`src/rtl/lsu_mem_master.sv`:
```
// Load/store initiator for a single-port word-addressed data memory: sub-word RMW stores, extended loads.
// Optional feature macro: LSU_BOUNDS_CHECK_EN rejects byte addresses beyond the memory window.
module lsu_mem_master #(
    parameter int ADDR_W = 6
) (
    input  logic              CLK,
    input  logic              RST,
    input  logic              req_valid,
    output logic              req_ready,
    input  logic              req_we,
    input  logic [2:0]        req_funct3,
    input  logic [31:0]       req_addr,
    input  logic [31:0]       req_wdata,
    output logic              rsp_valid,
    input  logic              rsp_ready,
    output logic [31:0]       rsp_rdata,
    output logic              rsp_err,
    output logic [ADDR_W-1:0] mem_a,
    output logic              mem_we,
    output logic [31:0]       mem_wd,
    input  logic [31:0]       mem_rd
);

    typedef enum logic [1:0] {IDLE, ACCESS, MERGE, RESP} state_t;

    state_t             r_state, w_next;
    logic               r_we;
    logic [2:0]         r_f3;
    logic [1:0]         r_off;
    logic [31:0]        r_wdata;
    logic [31:0]        r_word;
    logic [ADDR_W-1:0]  r_mem_a;
    logic [31:0]        r_rdata;
    logic               r_err;
    logic               w_accept;
    logic               w_illegal;
    logic               w_range_err;
    logic               w_we;
    logic [31:0]        w_wd;

    function automatic logic is_illegal(input logic we, input logic [2:0] f3, input logic [1:0] off);
        logic bad;
        bad = 1'b0;
        case (f3)
            3'd0:    bad = 1'b0;
            3'd1:    bad = off[0];
            3'd2:    bad = |off;
            3'd4:    bad = we;
            3'd5:    bad = we | off[0];
            default: bad = 1'b1;
        endcase
        return bad;
    endfunction

    function automatic logic [31:0] load_extend(input logic [31:0] word, input logic [2:0] f3,
                                                input logic [1:0] off);
        logic [7:0]  b;
        logic [15:0] h;
        logic [31:0] res;
        case (off)
            2'd0:    b = word[7:0];
            2'd1:    b = word[15:8];
            2'd2:    b = word[23:16];
            default: b = word[31:24];
        endcase
        h = off[1] ? word[31:16] : word[15:0];
        case (f3[1:0])
            2'd0:    res = f3[2] ? {24'd0, b} : {{24{b[7]}}, b};
            2'd1:    res = f3[2] ? {16'd0, h} : {{16{h[15]}}, h};
            default: res = word;
        endcase
        return res;
    endfunction

    function automatic logic [31:0] store_merge(input logic [31:0] word, input logic [31:0] wdata,
                                                input logic [2:0] f3, input logic [1:0] off);
        logic [31:0] res;
        res = word;
        if (f3[0]) begin
            if (off[1]) res[31:16] = wdata[15:0];
            else        res[15:0]  = wdata[15:0];
        end else begin
            case (off)
                2'd0:    res[7:0]   = wdata[7:0];
                2'd1:    res[15:8]  = wdata[7:0];
                2'd2:    res[23:16] = wdata[7:0];
                default: res[31:24] = wdata[7:0];
            endcase
        end
        return res;
    endfunction

`ifdef LSU_BOUNDS_CHECK_EN
    assign w_range_err = |req_addr[31:ADDR_W+2];
`else
    assign w_range_err = 1'b0;
`endif

    assign w_illegal = is_illegal(req_we, req_funct3, req_addr[1:0]) | w_range_err;
    assign req_ready = (r_state == IDLE);
    assign w_accept  = req_valid & req_ready;
    assign rsp_valid = (r_state == RESP);
    assign rsp_rdata = r_rdata;
    assign rsp_err   = r_err;
    assign mem_a     = r_mem_a;
    // Reset gates the write strobe so an aborted request never reaches memory.
    assign mem_we    = w_we & ~RST;
    assign mem_wd    = mem_we ? w_wd : 32'd0;

    always_comb begin
        w_next = r_state;
        w_we   = 1'b0;
        w_wd   = 32'd0;
        case (r_state)
            IDLE: begin
                if (w_accept) w_next = w_illegal ? RESP : ACCESS;
            end
            ACCESS: begin
                w_next = RESP;
                if (r_we) begin
                    if (r_f3[1]) begin
                        w_we = 1'b1;
                        w_wd = r_wdata;
                    end else begin
                        w_next = MERGE;
                    end
                end
            end
            MERGE: begin
                w_we   = 1'b1;
                w_wd   = store_merge(r_word, r_wdata, r_f3, r_off);
                w_next = RESP;
            end
            RESP: begin
                if (rsp_ready) w_next = IDLE;
            end
            default: w_next = IDLE;
        endcase
    end

    always_ff @(posedge CLK) begin
        if (RST) begin
            r_state <= IDLE;
            r_mem_a <= '0;
            r_rdata <= 32'd0;
            r_err   <= 1'b0;
        end else begin
            r_state <= w_next;
            if (w_accept) begin
                r_err   <= w_illegal;
                r_rdata <= 32'd0;
                if (!w_illegal) r_mem_a <= req_addr[ADDR_W+1:2];
            end
            if (r_state == ACCESS && !r_we) r_rdata <= load_extend(mem_rd, r_f3, r_off);
        end
    end

    // Request payload and the RMW snapshot carry no reset; they are only read after a capture.
    always_ff @(posedge CLK) begin
        if (w_accept) begin
            r_we    <= req_we;
            r_f3    <= req_funct3;
            r_off   <= req_addr[1:0];
            r_wdata <= req_wdata;
        end
        if (r_state == ACCESS) r_word <= mem_rd;
    end

endmodule
```
`config.mk`:
```
export PLATFORM = sky130hd
export DESIGN_NAME = lsu_mem_master
export DESIGN_NICKNAME = d
export VERILOG_FILES = /design/src/rtl/lsu_mem_master.sv
export SDC_FILE = /design/constraint.sdc
export NUM_CORES = 1
export LEC_CHECK = 0
export ABC_AREA = 1
export CORE_MARGIN = 2
export CORE_UTILIZATION = 35
export CTS_BUF_LIST = sky130_fd_sc_hd__clkbuf_16
export DETAILED_ROUTE_END_ITERATION = 12
export SETUP_SLACK_MARGIN = 0.5
export SLEW_MARGIN = 20
export SYNTH_ARGS = -nofsm -noshare
export SYNTH_HDL_FRONTEND = slang
export SYNTH_SLANG_ARGS = --single-unit
```
`constraint.sdc`:
```
create_clock -name CLK -period 9.2 [get_ports CLK]
set_clock_uncertainty 0.2 [all_clocks]
set_input_delay 1.84 -clock CLK [delete_from_list [all_inputs] [get_ports CLK]]
set_output_delay 1.84 -clock CLK [all_outputs]
set_load 0.005 [all_outputs]
```
==> impl_summary.txt <==
----------------------------------------------------
[Status]
  Result of the run ... finished, final reports clean

[Layout]
  Area occupied by registers ... 2920 sq um
  Layout Area Growth over Synthesis ... 31.7%
  Multi-input gate area in the final layout ... 2560 sq um
  Post-route cell area ... slightly below 8000 sq um
  Most common cell after layout, fill and taps aside ... sky130_fd_sc_hd__clkdlybuf4s50_1
  Number of antenna repair diodes ... 0
  Layout cells sized above 1 ... 9.75%
  Commonest cells after routing, fill and taps aside ... 153 x sky130_fd_sc_hd__clkdlybuf4s50_1, 139 x sky130_fd_sc_hd__nand2_1, 82 x sky130_fd_sc_hd__nor2_1
  Layout Nets ... 934
  # fillers ... 1593

[Global routing]
  All-layer global routing usage ... roughly a fifth
  Residual overflow from global routing ... 0
  Largest net degree at the start of global routing ... between 40 and 50
  Vias in the first global route ... 5122
  Wire length of the first global-routing pass ... 29.2 mm
  Antenna violations before repair ... 0

[Critical path]
  Element type at the critical path start ... primary input
  Endpoint of the most critical setup path ... mem_wd[0]
  Category of the most critical setup path ... in -> out
  Critical path endpoint category ... primary output
  Data arrival time of the critical path ... 4.18 ns
  Family with the most delay on the worst path ... buffers and inverters
  Timing startpoint of the critical path ... RST
  Launching point of the worst reg2reg path ... r_f3[0]$_DFFE_PP_
  Slack of the worst reg-to-reg path ... 6.07 ns
  Cell count along the critical path ... 6
  Endpoint of the lowest-slack register-to-register path ... rsp_rdata[19]$_SDFFE_PP0P_
  Required time of the worst setup path ... slightly above 7 ns
  Worst path bufs/invs ... 4
  Highest-delay cell along the critical path ... sky130_fd_sc_hd__clkdlybuf4s50_1
  Crit-path max cell delay ... between 0.5 and 0.6 ns
  Cell type with the highest occurrence count on the critical path ... sky130_fd_sc_hd__clkdlybuf4s50_1
  Worst-case reg-to-reg path depth ... 7
  Largest fanout on the critical path ... 34
  Cell chain of the critical path ... clkdlybuf4s50_1 > buf_4 > inv_1 > nand3_4 > a21oi_1 > clkdlybuf4s50_1

[Detailed routing]
  Wire per inst ... 17.7 microns
  Number of nets with antenna violations after routing ... 0
  Routed metal-1 wirelength ... 8.61 mm
  Top routing layer in use ... met4
  Post-DR vias/cell ... 5.12
  DRC Markers ... 0
  Number of iterations in the first detailed-routing pass ... 5
  Initial DRC count ... 457
  Total number of vias ... between 5k and 6k
  Wire length on met3 ... 1.33 mm
  Total length of routed met2 wires ... 8.43 mm
  Detailed-route wire length ... 18.6 mm

[Pwr]
  Switching power share of the total ... 38.3%
  Largest voltage drop on the vdd net ... 0.101 mV
  Combinational cell fraction of total power ... around 37%
  Total internal power ... 1.08 mW
  Psw ... 672 uW
  Flop pwr share ... 42.4%
  Total power ... 1.76 mW
  Power density cells ... around 220 nW/um^2
  Clock power frac ... 20.8%
  Static leakage ... about 2.7 nW

[STA]
  Tmin final ... 6.22 ns
  Worst-margin pin slew ... 1.04 ns
  Worst slew margin ... ~30%
  Pins Over Slew Limit ... 0
  Count of endpoints failing hold in the final timing report ... 0
  Share of the cycle needed by the critical path after routing ... between 60% and 70%
  Setup violations, final ... 0
  Setup repair after global routing missed its margin ... no
  Sum of negative setup slack ... 0 ns
  Maximum operating frequency ... 161 MHz

[Clock tree]
  Number of buffers created by CTS ... 9
  Clock H-tree levels ... 3
  Cells resized by post-CTS repair ... 0
  Clock net sink count ... 111
  Clock tree from TritonCTS ... built
  Clock slew at the register clock pins of the worst setup and hold paths ... 0.08 ns
  Bufs on Longest Clock Path ... 2
  Source-to-sink clock delay at the later pin of the worst-skew pair ... 0.36 ns
  Root cell of the clock tree ... sky130_fd_sc_hd__clkbuf_16
  Quantity of hold-fixing buffers added after cts ... 0
  Number of setup buffers added after CTS ... 0

[Place]
  Half-perimeter wire length after placement ... 13.1 mm
  Final weighted congestion of routability-driven global placement ... just over 0.8
  Post-Place Cell Area ... 7530 sq um
  Port Buffer Count ... 153

[Run]
  Count of max-cap constraint violations ... 0

[Synthesis]
  Post-synthesis average cell area ... 8.50 sq um
  Net Count, Synth ... 806
  Summed instance area of the synthesized netlist ... 5930 sq um
  Fraction of the yosys area taken by sequential cells ... 49.3%
  Share of synthesized flip-flops with an asynchronous set or reset ... 0%
  Count of flip-flops with a built-in enable after synthesis ... 70
  Flip-flop and latch count after synthesis ... 111
  Number of different library cells in the post-synthesis netlist ... 37
  Yosys warnings ... 0
  Dominant synthesized flop cell ... sky130_fd_sc_hd__edfxtp_1
  Synth Instances ... 698

[Floorplanning]
  Rows ... 47
  I/O pin cnt ... 178
  Full die area ... 18000 sq um
  Die span in x ... 134 microns
  Effective utilization at floorplan ... 35.8%
  Core Area ... 16600 sq um
  Vert. Die Dim ... 134 microns

[Hold path]
  Path class of the lowest-slack min-delay path ... reg -> reg

----------------------------------------------------
-- how the worst min path moves through the flow --
stage / end / startpoint / cells past startpoint / slack, ns
6_report: rsp_rdata[4]$_SDFFE_PP0P_ / rsp_rdata[4]$_SDFFE_PP0P_ / 2 / 0.27
5_1_grt: rsp_rdata[31]$_SDFFE_PP0P_ / rsp_rdata[31]$_SDFFE_PP0P_ / 2 / 0.30
4_1_cts: rsp_rdata[4]$_SDFFE_PP0P_ / rsp_rdata[4]$_SDFFE_PP0P_ / 2 / 0.27
3_5_place_dp: rsp_rdata[16]$_SDFFE_PP0P_ / rsp_rdata[16]$_SDFFE_PP0P_ / 2 / 0.26
3_3_place_gp: rsp_rdata[1]$_SDFFE_PP0P_ / rsp_rdata[1]$_SDFFE_PP0P_ / 2 / 0.26
2_1_floorplan: rsp_rdata[0]$_SDFFE_PP0P_ / rsp_rdata[0]$_SDFFE_PP0P_ / 2 / 0.26
-- stage by stage --
step	cells	util, %	hold slack [ns]	worst slack [ns]
floorplan	698	-	0.260	4.61
global placement	1034	45.4	0.258	3.01
detailed placement	1034	45.4	0.260	2.95
CTS	1050	47.0	0.273	2.96
global route	1051	47.1	0.296	2.80
finish	1051	47.1	0.270	2.98
-- cell usage after synthesis (3+ instances only) --
master	instances	area share [%]
sky130_fd_sc_hd__nand2_1	139	8.8
sky130_fd_sc_hd__nor2_1	82	5.2
sky130_fd_sc_hd__a21oi_1	72	6.1
sky130_fd_sc_hd__edfxtp_1	70	35
sky130_fd_sc_hd__inv_1	45	2.8
sky130_fd_sc_hd__dfxtp_1	41	14
sky130_fd_sc_hd__o21ai_0	37	3.1
sky130_fd_sc_hd__o21ai_1	32	2.7
sky130_fd_sc_hd__a21oi_2	29	4.3
sky130_fd_sc_hd__nand3_1	18	1.5
sky130_fd_sc_hd__buf_2	17	1.4
sky130_fd_sc_hd__clkbuf_1	15	0.95
sky130_fd_sc_hd__nand2_2	13	1.4
sky130_fd_sc_hd__o221ai_1	13	1.9
sky130_fd_sc_hd__o22ai_1	10	1.1
sky130_fd_sc_hd__o211ai_1	9	1.1
sky130_fd_sc_hd__a22oi_1	8	1.0
sky130_fd_sc_hd__buf_6	7	1.3
sky130_fd_sc_hd__or2_0	7	0.74
sky130_fd_sc_hd__ha_1	4	0.84
sky130_fd_sc_hd__buf_4	3	0.38
sky130_fd_sc_hd__inv_2	3	0.19
sky130_fd_sc_hd__nand3_4	3	0.89
sky130_fd_sc_hd__nor2_2	3	0.32
sky130_fd_sc_hd__or2_1	3	0.32
-- power by group through the flow --
stage	Sequential (mW)	Combinational [mW]	Clock (mW)
2_1_floorplan	0.721	0.447	0
3_3_place_gp	0.758	0.622	0
3_5_place_dp	0.760	0.633	0
4_1_cts	0.750	0.636	0.378
5_1_grt	0.758	0.720	0.398
6_report	0.745	0.645	0.366
-- state kept, by name, indices dropped and copies added, names as in the netlist --
register	count
mem_a	6
r_off	2
rsp_err	1
r_f3	3
r_wdata	32
r_state	2
r_word	32
r_we	1
rsp_rdata	32
-- metal layers --
layer,up-vias,GRT usage (%)
met5,-,0
met4,0,4.97
met3,18,5.22
met2,224,32.1
met1,2496,29.8
li1,2646,-
-- worst register-to-register path: cells and delay by family, from the launching register on --
| kind | cells | cell delay, ns |
|---|---|---|
| buf+inv | 2 | 1.32 |
| compound gates | 1 | 0.17 |
| flops | 1 | 0.32 |
| simple gates | 4 | 1.03 |
-- final cells by class --
| cell class | count | area share (%) |
|---|---|---|
| Multi-Input combinational cell | 493 | 32.8 |
| Clock inverter | 7 | 0.512 |
| Inverter | 50 | 2.47 |
| Tap cell | 220 | 3.52 |
| Timing Repair Buffer | 161 | 20.5 |
| Sequential cell | 111 | 37.4 |
| Clock buffer | 9 | 2.88 |
-- cells by family (layout without fill, tap and decap cells) --
logic type | after synthesis | count (layout) | synth area share, %
flip-flops | 111 | 111 | 49.3
AND/OR/NAND/NOR | 273 | 273 | 20.1
AO/OA/AOI/OAI | 216 | 216 | 22.2
buffers and inverters | 94 | 227 | 7.66
adder cells (fa/ha/maj) | 4 | 4 | 0.844
Power figures use the tool's default switching activity.
